### config.mk
export PLATFORM = sky130hd
export DESIGN_NAME = sd_cmd_framer
export DESIGN_NICKNAME = d
export VERILOG_FILES = /design/src/rtl/sd_cmd_framer.sv
export SDC_FILE = /design/constraint.sdc
export NUM_CORES = 1
export LEC_CHECK = 0
export CAP_MARGIN = 10
export CORE_ASPECT_RATIO = 0.8
export CORE_MARGIN = 5
export CORE_UTILIZATION = 45
export DETAILED_ROUTE_END_ITERATION = 6
export PLACE_DENSITY = 0.74
export SYNTH_ARGS = -nofsm -noshare
export SYNTH_HDL_FRONTEND = slang
export SYNTH_SLANG_ARGS = --single-unit
### constraint.sdc
create_clock -name clk -period 2.3 [get_ports clk]
set_input_delay 0.46 -clock clk [delete_from_list [all_inputs] [get_ports clk]]
set_output_delay 0.46 -clock clk [all_outputs]
set_load 0.005 [all_outputs]
### src/rtl/sd_cmd_framer.sv
// ---------------------------------------------------------------------------
// sd_cmd_framer
//
// Sends one 48-bit SD command frame in SPI mode and then polls the card for
// its R1 response byte.
//
// Frame, MSB first on mosi:
//   0, 1, cmd_idx[5:0], cmd_arg[31:0], crc7[6:0], 1
//
// Each frame bit occupies one bit cell of 2*CLK_DIV clk cycles:
//   cell cycle 0 .. CLK_DIV-1            spi_clk = 0
//   cell cycle CLK_DIV .. 2*CLK_DIV-1    spi_clk = 1
// mosi and crc_en change only at cell cycle 1. That is one clk after the
// spi_clk falling edge, so a CRC stage that shifts on the falling edge always
// sees a stable mosi/crc_en pair.
//
// CRC generation (compile-time option, macro SD_CMD_CRC_GEN_EN):
//   defined   : crc_reset pulses for one cycle before the frame. crc_en is
//               high for the cells of bits 0..39, so the external CRC stage
//               sees exactly 40 falling edges with crc_en = 1. crc_in[6:0] is
//               loaded at cell 40, cycle 1 and shifted out as bits 40..46.
//   undefined : crc_reset and crc_en stay 0, crc_in is ignored and the crc7
//               field is sent as 7'h7F. Frame timing is identical.
//
// Response phase: mosi is held at 1 while spi_clk keeps toggling. miso is
// sampled at cell cycle CLK_DIV (the spi_clk rising edge) and shifted in MSB
// first. The first byte with bit7 = 0 becomes resp. If RESP_MAX_BYTES bytes
// all have bit7 = 1, resp is set to 8'hFF and timeout is raised.
//
// Handshake: start is a single-cycle request. It is accepted only in IDLE,
// and cmd_idx/cmd_arg are captured in that same cycle. busy covers the
// interval from acceptance to completion. done pulses for one cycle in FIN,
// which is also the cycle in which busy drops. resp and timeout stay valid
// until the next accepted start.
//
// Parameters
//   CLK_DIV         clk cycles per spi_clk half-period (>= 2)
//   RESP_MAX_BYTES  response bytes polled before timeout (1..255)
//
// Ports
//   clk          system clock, rising edge only
//   reset_n      synchronous active-low reset
//   start        one-cycle command request (sampled in IDLE only)
//   cmd_idx      6-bit command index
//   cmd_arg      32-bit command argument
//   cs_n         SPI chip select, low from SEND entry until FIN
//   spi_clk      SPI clock, idles low
//   mosi         SPI data to the card and to the CRC stage, idles high
//   miso         SPI data from the card
//   crc_reset    one-cycle active-high clear to the CRC stage
//   crc_en       CRC stage shift enable
//   crc_in       CRC register from the CRC stage (bits [6:0] used)
//   busy         command in progress
//   done         one-cycle completion pulse
//   timeout      no valid R1 byte within RESP_MAX_BYTES
//   resp         R1 response byte (8'hFF after a timeout)
//   dbg_state    current FSM state (IDLE=0, CLR=1, SEND=2, RESP=3, FIN=4)
// ---------------------------------------------------------------------------
module sd_cmd_framer #(
    parameter int CLK_DIV        = 4,
    parameter int RESP_MAX_BYTES = 8
) (
    input  logic        clk,
    input  logic        reset_n,
    input  logic        start,
    input  logic [5:0]  cmd_idx,
    input  logic [31:0] cmd_arg,
    output logic        cs_n,
    output logic        spi_clk,
    output logic        mosi,
    input  logic        miso,
    output logic        crc_reset,
    output logic        crc_en,
    input  logic [7:0]  crc_in,
    output logic        busy,
    output logic        done,
    output logic        timeout,
    output logic [7:0]  resp,
    output logic [2:0]  dbg_state
);

    typedef enum logic [2:0] {
        ST_IDLE = 3'd0,
        ST_CLR  = 3'd1,
        ST_SEND = 3'd2,
        ST_RESP = 3'd3,
        ST_FIN  = 3'd4
    } state_t;

    // Cell cycle counter width and the cell cycles of interest.
    localparam int             CW           = $clog2(2 * CLK_DIV);
    localparam logic [CW-1:0]  CYC_ONE      = CW'(1);
    localparam logic [CW-1:0]  CYC_RISE_PRE = CW'(CLK_DIV - 1);
    localparam logic [CW-1:0]  CYC_SAMPLE   = CW'(CLK_DIV);
    localparam logic [CW-1:0]  CYC_LAST     = CW'(2 * CLK_DIV - 1);
    localparam logic [7:0]     LAST_BYTE    = 8'(RESP_MAX_BYTES - 1);
    localparam logic [5:0]     CRC_BIT      = 6'd40;
    localparam logic [5:0]     LAST_BIT     = 6'd47;

    state_t          state;
    logic [47:0]     frame_sh;   // frame bits still to send, next bit in [47]
    logic [CW-1:0]   cyc;        // position inside the current bit cell
    logic [5:0]      bit_cnt;    // frame bit index during SEND
    logic [2:0]      rbit;       // bit index inside the current response byte
    logic [7:0]      rx;         // response shift register
    logic [7:0]      byte_cnt;   // response bytes already rejected
    logic [6:0]      crc7_src;   // value sent in the crc7 field

`ifdef SD_CMD_CRC_GEN_EN
    logic unused_crc_bits;
    assign crc7_src        = crc_in[6:0];
    assign unused_crc_bits = crc_in[7];
`else
    logic unused_crc_bits;
    assign crc7_src        = 7'h7F;
    assign unused_crc_bits = ^crc_in;
`endif

    assign dbg_state = state;

    always_ff @(posedge clk) begin
        if (!reset_n) begin
            state     <= ST_IDLE;
            cs_n      <= 1'b1;
            spi_clk   <= 1'b0;
            mosi      <= 1'b1;
            crc_en    <= 1'b0;
            crc_reset <= 1'b0;
            busy      <= 1'b0;
            done      <= 1'b0;
            timeout   <= 1'b0;
            resp      <= 8'hFF;
            frame_sh  <= '0;
            cyc       <= '0;
            bit_cnt   <= '0;
            rbit      <= '0;
            rx        <= '0;
            byte_cnt  <= '0;
        end else begin
            case (state)
                ST_IDLE: begin
                    done <= 1'b0;
                    if (start) begin
                        // The crc7 slot is loaded with all ones here. With CRC
                        // generation enabled it is overwritten at bit 40.
                        frame_sh <= {2'b01, cmd_idx, cmd_arg, 7'h7F, 1'b1};
                        busy     <= 1'b1;
                        timeout  <= 1'b0;
`ifdef SD_CMD_CRC_GEN_EN
                        crc_reset <= 1'b1;
`endif
                        state    <= ST_CLR;
                    end
                end

                ST_CLR: begin
                    crc_reset <= 1'b0;
                    cs_n      <= 1'b0;
                    spi_clk   <= 1'b0;
                    cyc       <= '0;
                    bit_cnt   <= '0;
                    state     <= ST_SEND;
                end

                ST_SEND: begin
                    // Cell cycle 1: present the next bit and update crc_en.
                    if (cyc == '0) begin
                        if (bit_cnt == CRC_BIT) begin
                            // The CRC stage shifted bit 39 on the falling edge
                            // that opened this cell, so crc_in is now final.
                            // Its 7 bits replace the all-ones crc7 slot. The
                            // stop bit stays just behind them.
                            mosi     <= crc7_src[6];
                            frame_sh <= {crc7_src[5:0], frame_sh[40:0], 1'b0};
                        end else begin
                            mosi     <= frame_sh[47];
                            frame_sh <= {frame_sh[46:0], 1'b0};
                        end
`ifdef SD_CMD_CRC_GEN_EN
                        crc_en <= (bit_cnt < CRC_BIT);
`endif
                    end

                    if (cyc == CYC_RISE_PRE) begin
                        spi_clk <= 1'b1;
                    end

                    if (cyc == CYC_LAST) begin
                        cyc     <= '0;
                        spi_clk <= 1'b0;
                        if (bit_cnt == LAST_BIT) begin
                            mosi     <= 1'b1;
                            rbit     <= '0;
                            byte_cnt <= '0;
                            state    <= ST_RESP;
                        end else begin
                            bit_cnt <= bit_cnt + 6'd1;
                        end
                    end else begin
                        cyc <= cyc + CYC_ONE;
                    end
                end

                ST_RESP: begin
                    mosi   <= 1'b1;
                    crc_en <= 1'b0;

                    if (cyc == CYC_RISE_PRE) begin
                        spi_clk <= 1'b1;
                    end

                    if (cyc == CYC_SAMPLE) begin
                        rx <= {rx[6:0], miso};
                    end

                    // A byte is judged only at the end of its last cell, so
                    // the final spi_clk high phase keeps its full width.
                    if (cyc == CYC_LAST) begin
                        cyc     <= '0;
                        spi_clk <= 1'b0;
                        rbit    <= rbit + 3'd1;
                        if (rbit == 3'd7) begin
                            if (!rx[7]) begin
                                resp    <= rx;
                                timeout <= 1'b0;
                                cs_n    <= 1'b1;
                                done    <= 1'b1;
                                busy    <= 1'b0;
                                state   <= ST_FIN;
                            end else if (byte_cnt == LAST_BYTE) begin
                                resp    <= 8'hFF;
                                timeout <= 1'b1;
                                cs_n    <= 1'b1;
                                done    <= 1'b1;
                                busy    <= 1'b0;
                                state   <= ST_FIN;
                            end else begin
                                byte_cnt <= byte_cnt + 8'd1;
                            end
                        end
                    end else begin
                        cyc <= cyc + CYC_ONE;
                    end
                end

                ST_FIN: begin
                    done    <= 1'b0;
                    cs_n    <= 1'b1;
                    spi_clk <= 1'b0;
                    mosi    <= 1'b1;
                    state   <= ST_IDLE;
                end

                default: begin
                    state <= ST_IDLE;
                end
            endcase
        end
    end

endmodule

==> qor.txt <==
critical path class: register to register
max frequency: 477 MHz
Routed WL: 9070 µm
adder-cell share of the synthesized area: 2.60%
Worst slew margin: 50.7%
Ports: 69
mux contribution to synthesized area: 9.95%
layout cells sized above 1: 8.32%
Vias: 3,505
H-tree depth: 3
Die Height: 97.7 µm
ant diodes: 0
Die X: 120 µm
Layout area overhead: 23.4%
dpl cells: 632
input/output buffers: 58
global-route wire length before repair: 15,300 µm
endpoints failing hold: 0
Setup Viol. Count Final: 0
most frequent cells in the layout: 93 x dfxtp_1, 57 x clkdlybuf4s50_1, 56 x nand2_1
detailed-route DRC error count: 0
synthesized area per cell: 9.16 µm²
row cnt: 32
Layout Nets: 583
initial DRC count: 300
Leak: 0.00228 µW
CP Launch Type: register
Worst-Margin Slew: 0.733 ns
Post-DRT Antenna Nets: 0
CTS Root Cell: clkbuf_16
total track usage: 15.9%
Core Area: 0.00953 mm²
largest family of logic cells by synthesized area: simple AND/OR/NAND/NOR gates
Post-CTS Hold Fix Bufs: 0
iteration count of the initial detailed-routing pass: 7
Cell variety after synth: 44
Final Max Tran Viols: 0
crit path time final: 2.09 ns
vias in the first global route: 3,299
post-synthesis async set-or-reset flop share: 0%
pwr dens: 991 mW/mm²
final period utilization: 91.1%
GRT overflow: 0
crit path max fanout: 8
Skew-Pair Late Insertion Delay: 0.34 ns
RSZ-0062 raised after global routing: false
largest net degree at the start of global routing: 78
status: finished, final reports clean
CP endpoint kind: register
#FFs+latches synth: 93
Worst VDD drop: 0.610 mV
total of max-cap violations: 0
Synth Area in Simple Gates: 19.7%
Gate Count Post-Synth: 472
Total Neg Setup Slack: 0 ns
initial antenna violation count: 0
hold crit path type: register to register
Synth Flop Type: dfxtp_1
Post-synth EDFFs: 0
most common cell after layout, fill and taps aside: dfxtp_1
fill count: 830
mapped cell area: 0.00432 mm²
CTS tree: built
gpl congestion: 0.868
HPWL Detailed: 6330 µm
Starting Density: 45.4%
CTS buffer count: 9
synth warn: 0
Worst-path clk slew: 0.06 ns
critical path arrival: 2.32 ns
CTS max path bufs: 2
die area: 0.0117 mm²
WP data required: 2.52 ns
Compound-Gate Fraction of Synth Area: 18.9%
XOR/XNOR share of the synthesized area: 1.01%
clk sink count: 93
wire length per cell: 14.0 µm
sequential share of the synthesized area: 43.1%
Clock Skews: 0.00880 ns
vias per cell: 5.41
final cell count without fillers: 648
flip-flops by register name (all words and copies together) (netlist names), 3 cells and up:
| name | flops |
|---|---|
| dbg_state | 3 |
| byte_cnt | 8 |
| rx | 8 |
| bit_cnt | 6 |
| frame_sh | 48 |
| cyc | 3 |
| resp | 8 |
| rbit | 3 |
layer usage:
layer | track usage [%] | vias to the layer above | routed length (µm)
li1 | - | 1775 | -
met1 | 20.5 | 1650 | 4150
met2 | 25.3 | 69 | 4380
met3 | 4.42 | 11 | 396
met4 | 5.90 | 0 | 138
met5 | 0 | - | 0
cell type report:
type                            instances  area (µm²)  share of cell area [%]
Timing Repair Buffer                   76         736                    13.8
Multi-Input combinational cell        336        2270                    42.6
Tap cell                              119         149                    2.79
Clock inverter                          5        35.0                   0.657
Inverter                                8        30.0                   0.563
Sequential cell                        93        1860                    34.9
Clock buffer                           11         253                    4.74
synthesized netlist by cell type, types with 5 or more instances:
cell | count | share of area [%]
or4_1 | 5 | 0.87
and3_1 | 5 | 0.72
a21oi_1 | 12 | 1.4
nor2b_1 | 14 | 2.0
nor3_1 | 19 | 2.2
ha_1 | 9 | 2.6
nor3b_1 | 8 | 1.4
nand4_1 | 5 | 0.72
clkbuf_1 | 19 | 1.6
dfxtp_1 | 93 | 43
and2_1 | 5 | 0.72
o31ai_1 | 6 | 1.0
buf_2 | 12 | 1.4
a21boi_0 | 8 | 1.4
nor2_1 | 34 | 3.0
o21ai_0 | 21 | 2.4
inv_1 | 8 | 0.69
nand2b_1 | 11 | 1.6
mux2i_1 | 43 | 10
xor2_1 | 5 | 1.0
o211a_1 | 35 | 8.1
nand2_1 | 56 | 4.9
cell families after synthesis:
logic type | Yosys count
compound gates | 104
xor+xnor | 5
fa+ha+maj | 9
buf+inv | 44
flops | 93
mux | 43
other cells | 1
simple gates | 173
power by group:
part	total [µW]	internal, µW	leakage [µW]	switching [µW]
Sequential	2250	2010	0.000762	240
Combinational	1640	797	0.00138	844
Clock	1400	791	0.000141	606
Total	5290	3600	0.00228	1690
metrics by stage:
stage | worst slack (ns) | total power [µW] | instance area, µm² | util, % | hold slack [ns]
4_1_cts | 0.143 | 5330 | 5330 | 56.0 | 0.465
5_1_grt | 0.0245 | 5630 | 5340 | 56.0 | 0.490
3_5_place_dp | 0.155 | 3920 | 5050 | 53.0 | 0.457
3_3_place_gp | 0.207 | 3850 | 5050 | 53.0 | 0.450
2_1_floorplan | 0.390 | 3460 | 4330 | - | 0.440
6_report | 0.206 | 5290 | 5340 | 56.0 | 0.458
worst paths after layout:
check | from | end | slack (ns) | depth (start not counted)
max reg2reg | cyc[0] | bit_cnt[4] | 0.21 | 7
min reg2reg | timeout | timeout | 0.46 | 2
max | cyc[0] | bit_cnt[4] | 0.21 | 7
min | timeout | timeout | 0.46 | 2
critical path: stages (launching register included):
cell and delay [ns]:
dfxtp_1 0.37, ha_1 0.20, ha_2 0.28, nor4bb_1 0.44, o21a_1 0.32, o2111ai_1 0.15, xor2_1 0.16, nor2_1 0.05
what timing repair did:
action                     CTS  global route
resized for setup            0             1
setup buffers                0             0
setup endpoints to repair    0             7
No activity file was read; power rests on OpenSTA's default activity.
